**src/rtl/ps2_keyboard.sv**
```systemverilog
// PS/2 device-to-host receiver: synchronises the raw pins, decodes 11-bit frames,
// buffers good bytes in a small FIFO and exposes data/status/irq to the CPU port decoder.
module ps2_keyboard #(
  parameter int AW      = 3,
  parameter int TIMEOUT = 50000
) (
  input  logic       clock,
  input  logic       reset_n,
  input  logic       ps2_clk,
  input  logic       ps2_dat,
  input  logic       rd,
  input  logic       clr,
  output logic [7:0] data,
  output logic [7:0] status,
  output logic       irq
);

  localparam int            DEPTH    = 2 ** AW;
  localparam int            TW       = (TIMEOUT > 2) ? $clog2(TIMEOUT) : 1;
  localparam logic [TW-1:0] TMAX     = TW'(TIMEOUT - 1);
  localparam logic [AW:0]   FULL_CNT = (AW + 1)'(DEPTH);

  typedef enum logic {IDLE, RECV} state_t;

  logic [2:0]    clk_sync_r;
  logic [1:0]    dat_sync_r;
  state_t        state_r;
  logic [3:0]    cnt_r;
  logic [7:0]    shift_r;
  logic          parity_r;
  logic [TW-1:0] idle_cnt_r;
  logic [7:0]    mem_r [DEPTH];
  logic [AW-1:0] wptr_r;
  logic [AW-1:0] rptr_r;
  logic [AW:0]   count_r;
  logic          overflow_r;
  logic          frame_err_r;

  logic fall_s, dat_s, busy_s, done_s, valid_s, timeout_s;
  logic full_s, ready_s, push_s, pop_s, ovf_set_s, ferr_set_s;

  // Frame events and FIFO handshakes, all derived from registered state.
  always_comb begin
    fall_s     = clk_sync_r[2] & ~clk_sync_r[1];
    dat_s      = dat_sync_r[1];
    busy_s     = (state_r == RECV);
    done_s     = busy_s & fall_s & (cnt_r == 4'd9);
    valid_s    = dat_s & (^shift_r ^ parity_r);
    timeout_s  = busy_s & ~fall_s & (idle_cnt_r == TMAX);
    full_s     = (count_r == FULL_CNT);
    ready_s    = (count_r != {(AW + 1){1'b0}});
    push_s     = done_s & valid_s & ~full_s;
    ovf_set_s  = done_s & valid_s & full_s;
    ferr_set_s = (done_s & ~valid_s) | timeout_s;
    pop_s      = rd & ready_s;
  end

  // Two-stage synchronisers; the extra clock stage gives the falling-edge detector its history.
  always_ff @(posedge clock or negedge reset_n) begin
    if (!reset_n) begin
      clk_sync_r <= 3'b111;
      dat_sync_r <= 2'b11;
    end else begin
      clk_sync_r <= {clk_sync_r[1:0], ps2_clk};
      dat_sync_r <= {dat_sync_r[0], ps2_dat};
    end
  end

  // Frame FSM: start bit, 8 data bits LSB first, parity, stop.
  always_ff @(posedge clock or negedge reset_n) begin
    if (!reset_n) begin
      state_r  <= IDLE;
      cnt_r    <= 4'd0;
      shift_r  <= 8'h00;
      parity_r <= 1'b0;
    end else begin
      case (state_r)
        IDLE: begin
          if (fall_s && !dat_s) begin
            state_r <= RECV;
            cnt_r   <= 4'd0;
            shift_r <= 8'h00;
          end else begin
            state_r <= IDLE;
          end
        end
        RECV: begin
          if (fall_s) begin
            if (cnt_r < 4'd8) begin
              shift_r <= {dat_s, shift_r[7:1]};
            end else if (cnt_r == 4'd8) begin
              parity_r <= dat_s;
            end else begin
              state_r <= IDLE;
            end
            cnt_r <= cnt_r + 4'd1;
          end else if (timeout_s) begin
            state_r <= IDLE;
          end else begin
            state_r <= RECV;
          end
        end
        default: state_r <= IDLE;
      endcase
    end
  end

  // Cycles since the last PS/2 falling edge, saturating.
  always_ff @(posedge clock or negedge reset_n) begin
    if (!reset_n) begin
      idle_cnt_r <= {TW{1'b0}};
    end else if (fall_s) begin
      idle_cnt_r <= {TW{1'b0}};
    end else if (idle_cnt_r != TMAX) begin
      idle_cnt_r <= idle_cnt_r + TW'(1);
    end else begin
      idle_cnt_r <= idle_cnt_r;
    end
  end

  // FIFO storage needs no reset; reads are gated by ready.
  always_ff @(posedge clock) begin
    if (push_s) begin
      mem_r[wptr_r] <= shift_r;
    end
  end

  // FIFO pointers and occupancy.
  always_ff @(posedge clock or negedge reset_n) begin
    if (!reset_n) begin
      wptr_r  <= {AW{1'b0}};
      rptr_r  <= {AW{1'b0}};
      count_r <= {(AW + 1){1'b0}};
    end else begin
      wptr_r <= push_s ? wptr_r + AW'(1) : wptr_r;
      rptr_r <= pop_s ? rptr_r + AW'(1) : rptr_r;
      case ({push_s, pop_s})
        2'b10:   count_r <= count_r + (AW + 1)'(1);
        2'b01:   count_r <= count_r - (AW + 1)'(1);
        default: count_r <= count_r;
      endcase
    end
  end

  // Sticky error flags; a new event wins over a coincident clear.
  always_ff @(posedge clock or negedge reset_n) begin
    if (!reset_n) begin
      overflow_r  <= 1'b0;
      frame_err_r <= 1'b0;
    end else begin
      overflow_r  <= ovf_set_s ? 1'b1 : (clr ? 1'b0 : overflow_r);
      frame_err_r <= ferr_set_s ? 1'b1 : (clr ? 1'b0 : frame_err_r);
    end
  end

  assign data   = ready_s ? mem_r[rptr_r] : 8'h00;
  assign status = {3'b000, busy_s, frame_err_r, overflow_r, full_s, ready_s};
  assign irq    = ready_s;

endmodule

```
**config.mk**
```make
export PLATFORM = sky130hd
export DESIGN_NAME = ps2_keyboard
export DESIGN_NICKNAME = d
export VERILOG_FILES = /design/src/rtl/ps2_keyboard.sv
export SDC_FILE = /design/constraint.sdc
export NUM_CORES = 1
export LEC_CHECK = 0
export CELL_PAD_IN_SITES_DETAIL_PLACEMENT = 1
export CELL_PAD_IN_SITES_GLOBAL_PLACEMENT = 1
export CORE_ASPECT_RATIO = 0.8
export CORE_MARGIN = 2
export CORE_UTILIZATION = 36
export CTS_BUF_LIST = sky130_fd_sc_hd__clkbuf_8
export CTS_CLUSTER_SIZE = 30
export DETAILED_ROUTE_END_ITERATION = 16
export HOLD_SLACK_MARGIN = 0.02
export PLACE_DENSITY_LB_ADDON = 0.3
export SYNTH_ARGS = -nofsm -noshare
export SYNTH_HDL_FRONTEND = slang
export SYNTH_SLANG_ARGS = --single-unit
```
**constraint.sdc**
```tcl
create_clock -name clock -period 4.35 [get_ports clock]
set_clock_uncertainty 0.2 [all_clocks]
set_input_delay 0.87 -clock clock [delete_from_list [all_inputs] [get_ports clock]]
set_output_delay 0.87 -clock clock [all_outputs]
set_load 0.05 [all_outputs]
```
==> results of run 1 <==
[power breakdown]
part,total (mW),switching (mW),internal [mW]
combinational,1.09,0.588,0.497
clock,0.574,0.358,0.216
sequential,1.51,0.254,1.26
total,3.17,1.20,1.97
[metrics by stage]
stage / std cells / hold WS (ns) / setup slack, ns
after global placement: 523 / 0.147 / 1.03
after CTS: 539 / 0.164 / 0.555
after detailed placement: 523 / 0.149 / 0.991
final: 539 / 0.162 / 0.607
after global routing: 539 / 0.166 / 0.464
after floorplan: 343 / 0.145 / 1.36
[flip-flops by register name (all words and copies together) (netlist names)]
signal	cells
busy_s	1
clk_sync_r	3
cnt_r	4
count_r	4
dat_sync_r	2
frame_err_r	1
idle_cnt_r	16
mem_r	64
overflow_r	1
parity_r	1
rptr_r	3
shift_r	8
wptr_r	3
[worst paths after layout]
path / start / to / cells after the start
worst max-delay path: rptr_r[1]$_DFFE_PN0P_ / data[3] / 4
worst min-delay path: dat_sync_r[0]$_DFF_PN1_ / dat_sync_r[1]$_DFF_PN1_ / 0
worst max register to register: shift_r[5]$_DFFE_PN0P_ / count_r[2]$_DFFE_PN0P_ / 11
worst min register to register: dat_sync_r[0]$_DFF_PN1_ / dat_sync_r[1]$_DFF_PN1_ / 0
max in group asynchronous: reset_n / shift_r[0]$_DFFE_PN0P_ / 1
min in group asynchronous: reset_n / idle_cnt_r[9]$_DFFE_PN0P_ / 1
[final cells by class]
type	instances	area (um^2)	share of cell area (%)
clock buffer	9	124	2.30
clock inverter	7	53.8	0.997
inverter	7	26.3	0.487
multi-input combinational	204	1630	30.2
sequential	111	3100	57.5
tap	175	219	4.06
timing repair buffer	26	238	4.41
[cells in the final DEF (no fill, tap or decap), types with 3 or more instances in the layout]
| cell type | n |
|---|---|
| nand2_1 | 34 |
| o21ai_1 | 4 |
| nand2b_1 | 5 |
| o21ai_0 | 8 |
| edfxtp_1 | 64 |
| nand3_1 | 8 |
| mux2i_1 | 11 |
| nor2_1 | 30 |
| a21oi_1 | 3 |
| inv_1 | 7 |
| mux4_2 | 16 |
| dfrtp_1 | 42 |
| ha_1 | 9 |
| xor2_1 | 13 |
| clkdlybuf4s50_1 | 18 |
| dfstp_2 | 5 |
| clkbuf_8 | 9 |
| conb_1 | 3 |
| xnor2_1 | 11 |
| nor3_1 | 7 |
| buf_4 | 7 |
| inv_6 | 3 |
| nand4_1 | 4 |
[layer usage]
layer	track usage, %	vias up	part of all wire, %
met5	0	-	0
met4	4.26	0	1.3
met3	3.23	11	3.2
met2	24.0	34	49
met1	18.4	1382	47
li1	-	1267	-
[cells by family after synthesis]
logic type | synth area share, %
AOI/OAI and AO/OA | 3.70
xor gates and xnor gates | 5.25
adders and majority gates | 2.31
buffers and inverters | 2.83
DFF | 63.8
muxes | 11.1
other | 0.0771
and+or+nand+nor | 10.9
==> reports/qor.txt, run 1 <==
==============================================================================
First drt pass iteration count                                               4
Biggest fanout along the worst timing path                                  18
Upper clock frequency limit                                          0.267 GHz
Buffer type at the clock tree root                                    clkbuf_8
Setup TNS after final layout                                              0 ns
Minimum clock period after layout                                      3.74 ns
Synth area leader                                                     edfxtp_1
Register bit total from synthesis                                          111
Max H-tree Level                                                             3
Top cells by count, synth                                         64 x edfxtp_1, 42 x dfrtp_1, 34 x nand2_1, 30 x nor2_1, 16 x mux4_2
Number of buffer cells added on primary ports                               19
Slowest-stage cell, CP                                                 dfrtp_1
Layout overhead on the synthesized area                                  10.9%
FILL cells                                                                1334
Die outline area                                                    14500 um^2
Number of hold buffers added after CTS                                       0
Combined buffer and inverter count along the critical path                   1
Pin count of the biggest net entering global routing                        48
Worst path max stage delay                                             0.88 ns
Number of sinks handled by clock tree synthesis                            111
Largest delay share family, worst path                              flip-flops
Library cells used by synthesis                                             50
Required time reported for the critical path endpoint                  3.28 ns
Average routed wire per standard cell                                  17.1 um
Period utilization                                                       86.0%
Fraction of final layout cells sized beyond drive strength 1             14.0%
Die Width                                                               134 um
Result of the run                                                 complete, no violations
Count of inserted antenna diode cells                                        0
Net count, final                                                           374
Clock-pin transition on the worst setup and hold timing paths          0.11 ns
Predominant post-synthesis flop cell                                  edfxtp_1
Count of final hold-check violations                                         0
Final count of negative-setup-slack endpoints                                0
Setup fix buffers added after clock tree synthesis                           0
Total gr overflow                                                            0
Core region area                                                    13000 um^2
RSZ-0062 raised after global routing                                     false
Reg-to-reg slack, setup                                                1.16 ns
Dominant cell by count in the synthesized netlist                     edfxtp_1
Average via count per standard cell                                       5.00
GPL Wtd Cong                                                             0.712
Remaining design rule violation count                                        0
Area of all placed cells without fillers                             5400 um^2
Synthesized area divided by synthesized cell count                   14.3 um^2
I/O pins                                                                    23
Leakage                                                                2.00 nW
Overall Power                                                          3.17 mW
Maximum clock insertion buffer count                                         2
Category of the worst setup path launch point                             flop
Max-cap violation count                                                      0
Hold Path Class                                                   flop to flop
Worst vdd ir                                                          0.304 mV
Initial antenna violation count                                              0
Post-DP Area                                                         5220 um^2
Floorplan die height                                                    108 um
Class of the most critical setup path                             flop to output port
Combined global-route utilization of all metal layers                    14.2%
Number of flops mapped to enable cells by yosys                             64
Layout Utilization                                                       41.5%
DRT Wirelength                                                         9.23 mm
Wire length of the first global-routing pass                           15.6 mm
Slew headroom                                                            28.1%
Vias in the first global route                                            2922
Synthesis warning total                                                      0
Portion of the post-synthesis area used by sequential elements           63.8%
Vias after detailed routing                                               2694
Fraction of registers with async set/reset                               42.3%
Crit path capture type                                             output port
Transition time at the pin with the least slew margin                  1.08 ns
Detail Placement HPWL                                                  6.23 mm
Power density relative to cell area                                588 nW/um^2
Netlist area before placement                                        4870 um^2
Effective utilization at floorplan                                       37.4%
Area fraction of the dominant cell type after synthesis                  39.5%
Clock network latency to the later pin of the worst-skew pair          0.37 ns
Row cnt                                                                     37
CP cell instances                                                 mux4_2, mux2i_1, nor2_1, clkdlybuf4s50_1
Max-slew violation count                                                     0
Initial detailed-routing violation count                                   159
Endpoint arrival time on the critical path                             2.67 ns
CTS tree                                                                 built
Number of buffers created by CTS                                             9
Area contributors post-synth                                      edfxtp_1 39%, dfrtp_1 22%, mux4_2 7.4%
Number of gates given a new drive strength after cts                         0
Synth Instances                                                            341
Count of nets left with antenna violations after detail routing              0
==============================================================================
No activity file was read; power rests on OpenSTA's default activity.
==> run 2: changes to the inputs <==
CORE_ASPECT_RATIO = default   (was 0.8)
CTS_CLUSTER_SIZE = default   (was 30)
==> reports/qor.txt, run 2 (synthesized netlist as in run 1, its figures left out) <==
==============================================================================
Result of the run                                                 complete, no violations   unchanged
Total instance count after detailed placement                              525   was 523
Post-Layout Cell Count                                                     541   was 539
Worst path max stage delay                                             0.72 ns   was 0.88 ns
First drt pass iteration count                                               4   unchanged
Overall Power                                                          3.17 mW   about the same
Average routed wire per standard cell                                  17.1 um   about the same
Category of the worst setup path launch point                             flop   unchanged
Number of buffer cells added on primary ports                               19   unchanged
Core region area                                                    13200 um^2   was 13000 um^2
Post-DP Area                                                         5230 um^2   was 5220 um^2
Max-slew violation count                                                     0   unchanged
Fraction of final layout cells sized beyond drive strength 1             14.2%   was 14.0%
Period utilization                                                       85.1%   was 86.0%
Class of the most critical setup path                             flop to output port   unchanged
Upper clock frequency limit                                          0.270 GHz   was 0.267 GHz
Setup TNS after final layout                                              0 ns   unchanged
Leading registers by flop count                                   mem_r x64, idle_cnt_r x16, shift_r x8   unchanged
Pin count of the biggest net entering global routing                        31   was 48
Combined global-route utilization of all metal layers                    13.9%   was 14.2%
Buffer type at the clock tree root                                    clkbuf_8   unchanged
Hold Path Class                                                   flop to flop   unchanged
Most common cell after layout, fill and taps aside                    edfxtp_1   unchanged
I/O pins                                                                    23   unchanged
Required time reported for the critical path endpoint                  3.28 ns   about the same
Combined buffer and inverter count along the critical path                   2   was 1
Die Width                                                               120 um   was 134 um
Detail Placement HPWL                                                  6.10 mm   was 6.23 mm
Slew headroom                                                            28.9%   was 28.1%
Setup fix buffers added after clock tree synthesis                           0   unchanged
Initial detailed-routing violation count                                   134   was 159
Number of buffers created by CTS                                             9   unchanged
RSZ-0062 raised after global routing                                     false   unchanged
Count of inserted antenna diode cells                                        0   unchanged
Net count, final                                                           375   was 374
Endpoint arrival time on the critical path                             2.63 ns   was 2.67 ns
Layout overhead on the synthesized area                                  10.9%   about the same
CTS tree                                                                 built   unchanged
Area of all placed cells without fillers                             5400 um^2   about the same
Slowest-stage cell, CP                                            clkdlybuf4s50_1   was dfrtp_1
Power density relative to cell area                                586 nW/um^2   was 588 nW/um^2
DRT Wirelength                                                         9.27 mm   was 9.23 mm
Largest register by flop count                                           mem_r   unchanged
Count of nets left with antenna violations after detail routing              0   unchanged
Clock-pin transition on the worst setup and hold timing paths          0.10 ns   was 0.11 ns
Worst vdd ir                                                          0.218 mV   was 0.304 mV
Minimum clock period after layout                                      3.70 ns   was 3.74 ns
Leakage                                                                2.00 nW   about the same
Number of gates given a new drive strength after cts                         0   unchanged
Max FFs per register                                                        64   unchanged
Row cnt                                                                     42   was 37
Number of sinks handled by clock tree synthesis                            111   unchanged
Largest delay share family, worst path                            buffers and inverters   was flip-flops
Number of hold buffers added after CTS                                       0   unchanged
Average via count per standard cell                                       4.96   was 5.00
Wire length of the first global-routing pass                           15.3 mm   was 15.6 mm
Remaining design rule violation count                                        0   unchanged
Floorplan die height                                                    120 um   was 108 um
Clock network latency to the later pin of the worst-skew pair          0.38 ns   was 0.37 ns
Transition time at the pin with the least slew margin                  1.06 ns   was 1.08 ns
Count of final hold-check violations                                         0   unchanged
Initial antenna violation count                                              0   unchanged
Biggest fanout along the worst timing path                                  17   was 18
Vias after detailed routing                                               2684   was 2694
Top library cells by usage in the layout, fill and taps aside     64 x edfxtp_1, 42 x dfrtp_1, 34 x nand2_1, 30 x nor2_1, 18 x clkdlybuf4s50_1   unchanged
Final count of negative-setup-slack endpoints                                0   unchanged
Crit path capture type                                             output port   unchanged
Layout Utilization                                                       40.8%   was 41.5%
Maximum clock insertion buffer count                                         2   unchanged
FILL cells                                                                1382   was 1334
Max-cap violation count                                                      0   unchanged
Die outline area                                                    14500 um^2   about the same
CP cell instances                                                 buf_4, mux4_2, mux2i_1, nor2_1, clkdlybuf4s50_1   was mux4_2, mux2i_1, nor2_1, clkdlybuf4s50_1
Max H-tree Level                                                             3   unchanged
Effective utilization at floorplan                                       36.7%   was 37.4%
Vias in the first global route                                            2858   was 2922
Total gr overflow                                                            0   unchanged
GPL Wtd Cong                                                             0.713   was 0.712
==============================================================================
## run 2: report_power, final
part	total (mW)	switching, mW	internal, mW	leakage [nW]
Clock	0.568	0.358	0.210	0.0893
Combinational	1.08	0.587	0.498	0.725
Sequential	1.51	0.252	1.26	1.18
## run 2: area by class of cell
| cell class | count | area (um^2) | share of cell area (%) |
|---|---|---|---|
| clock inverters | 7 | 46.3 | 0.858 |
| flip-flops and latches | 111 | 3100 | 57.5 |
| inverters | 7 | 26.3 | 0.487 |
| well taps | 176 | 220 | 4.08 |
| repair buffers | 27 | 245 | 4.54 |
| multi-input cells | 204 | 1630 | 30.2 |
| clock buffers | 9 | 124 | 2.29 |
## run 2: final timing paths
path,to,slack [ns],from,depth (start not counted)
hold / removal,dat_sync_r[1]$_DFF_PN1_,0.17,dat_sync_r[0]$_DFF_PN1_,0
min in group asynchronous,cnt_r[2]$_DFFE_PN0P_,0.33,reset_n,1
hold reg to reg,dat_sync_r[1]$_DFF_PN1_,0.17,dat_sync_r[0]$_DFF_PN1_,0
setup / recovery,data[4],0.65,rptr_r[0]$_DFFE_PN0P_,5
max in group asynchronous,idle_cnt_r[6]$_DFFE_PN0P_,2.88,reset_n,2
setup reg to reg,mem_r[7][6]$_DFFE_PP_,1.08,shift_r[2]$_DFFE_PN0P_,5
## run 2: routing by layer
layer	global-route usage, %	up-vias	wire length [um]
li1	-	1265	-
met1	18.0	1384	4280
met2	23.3	26	4680
met3	3.40	9	219
met4	3.92	0	96
met5	0	-	0
## run 2: metrics by stage
| step | worst slack [ns] | hold slack, ns |
|---|---|---|
| after floorplan | 1.36 | 0.145 |
| after global placement | 1.02 | 0.146 |
| after detailed placement | 1.03 | 0.151 |
| after CTS | 0.596 | 0.170 |
| after global routing | 0.486 | 0.171 |
| final | 0.649 | 0.166 |
## run 2: worst register-to-register path, cell delays in order (launching register included)
cell and delay [ns]:
dfrtp_1 0.52, xor2_1 0.21, xnor3_1 0.46, mux2i_4 0.38, nand4_1 0.25, nor2_1 0.87
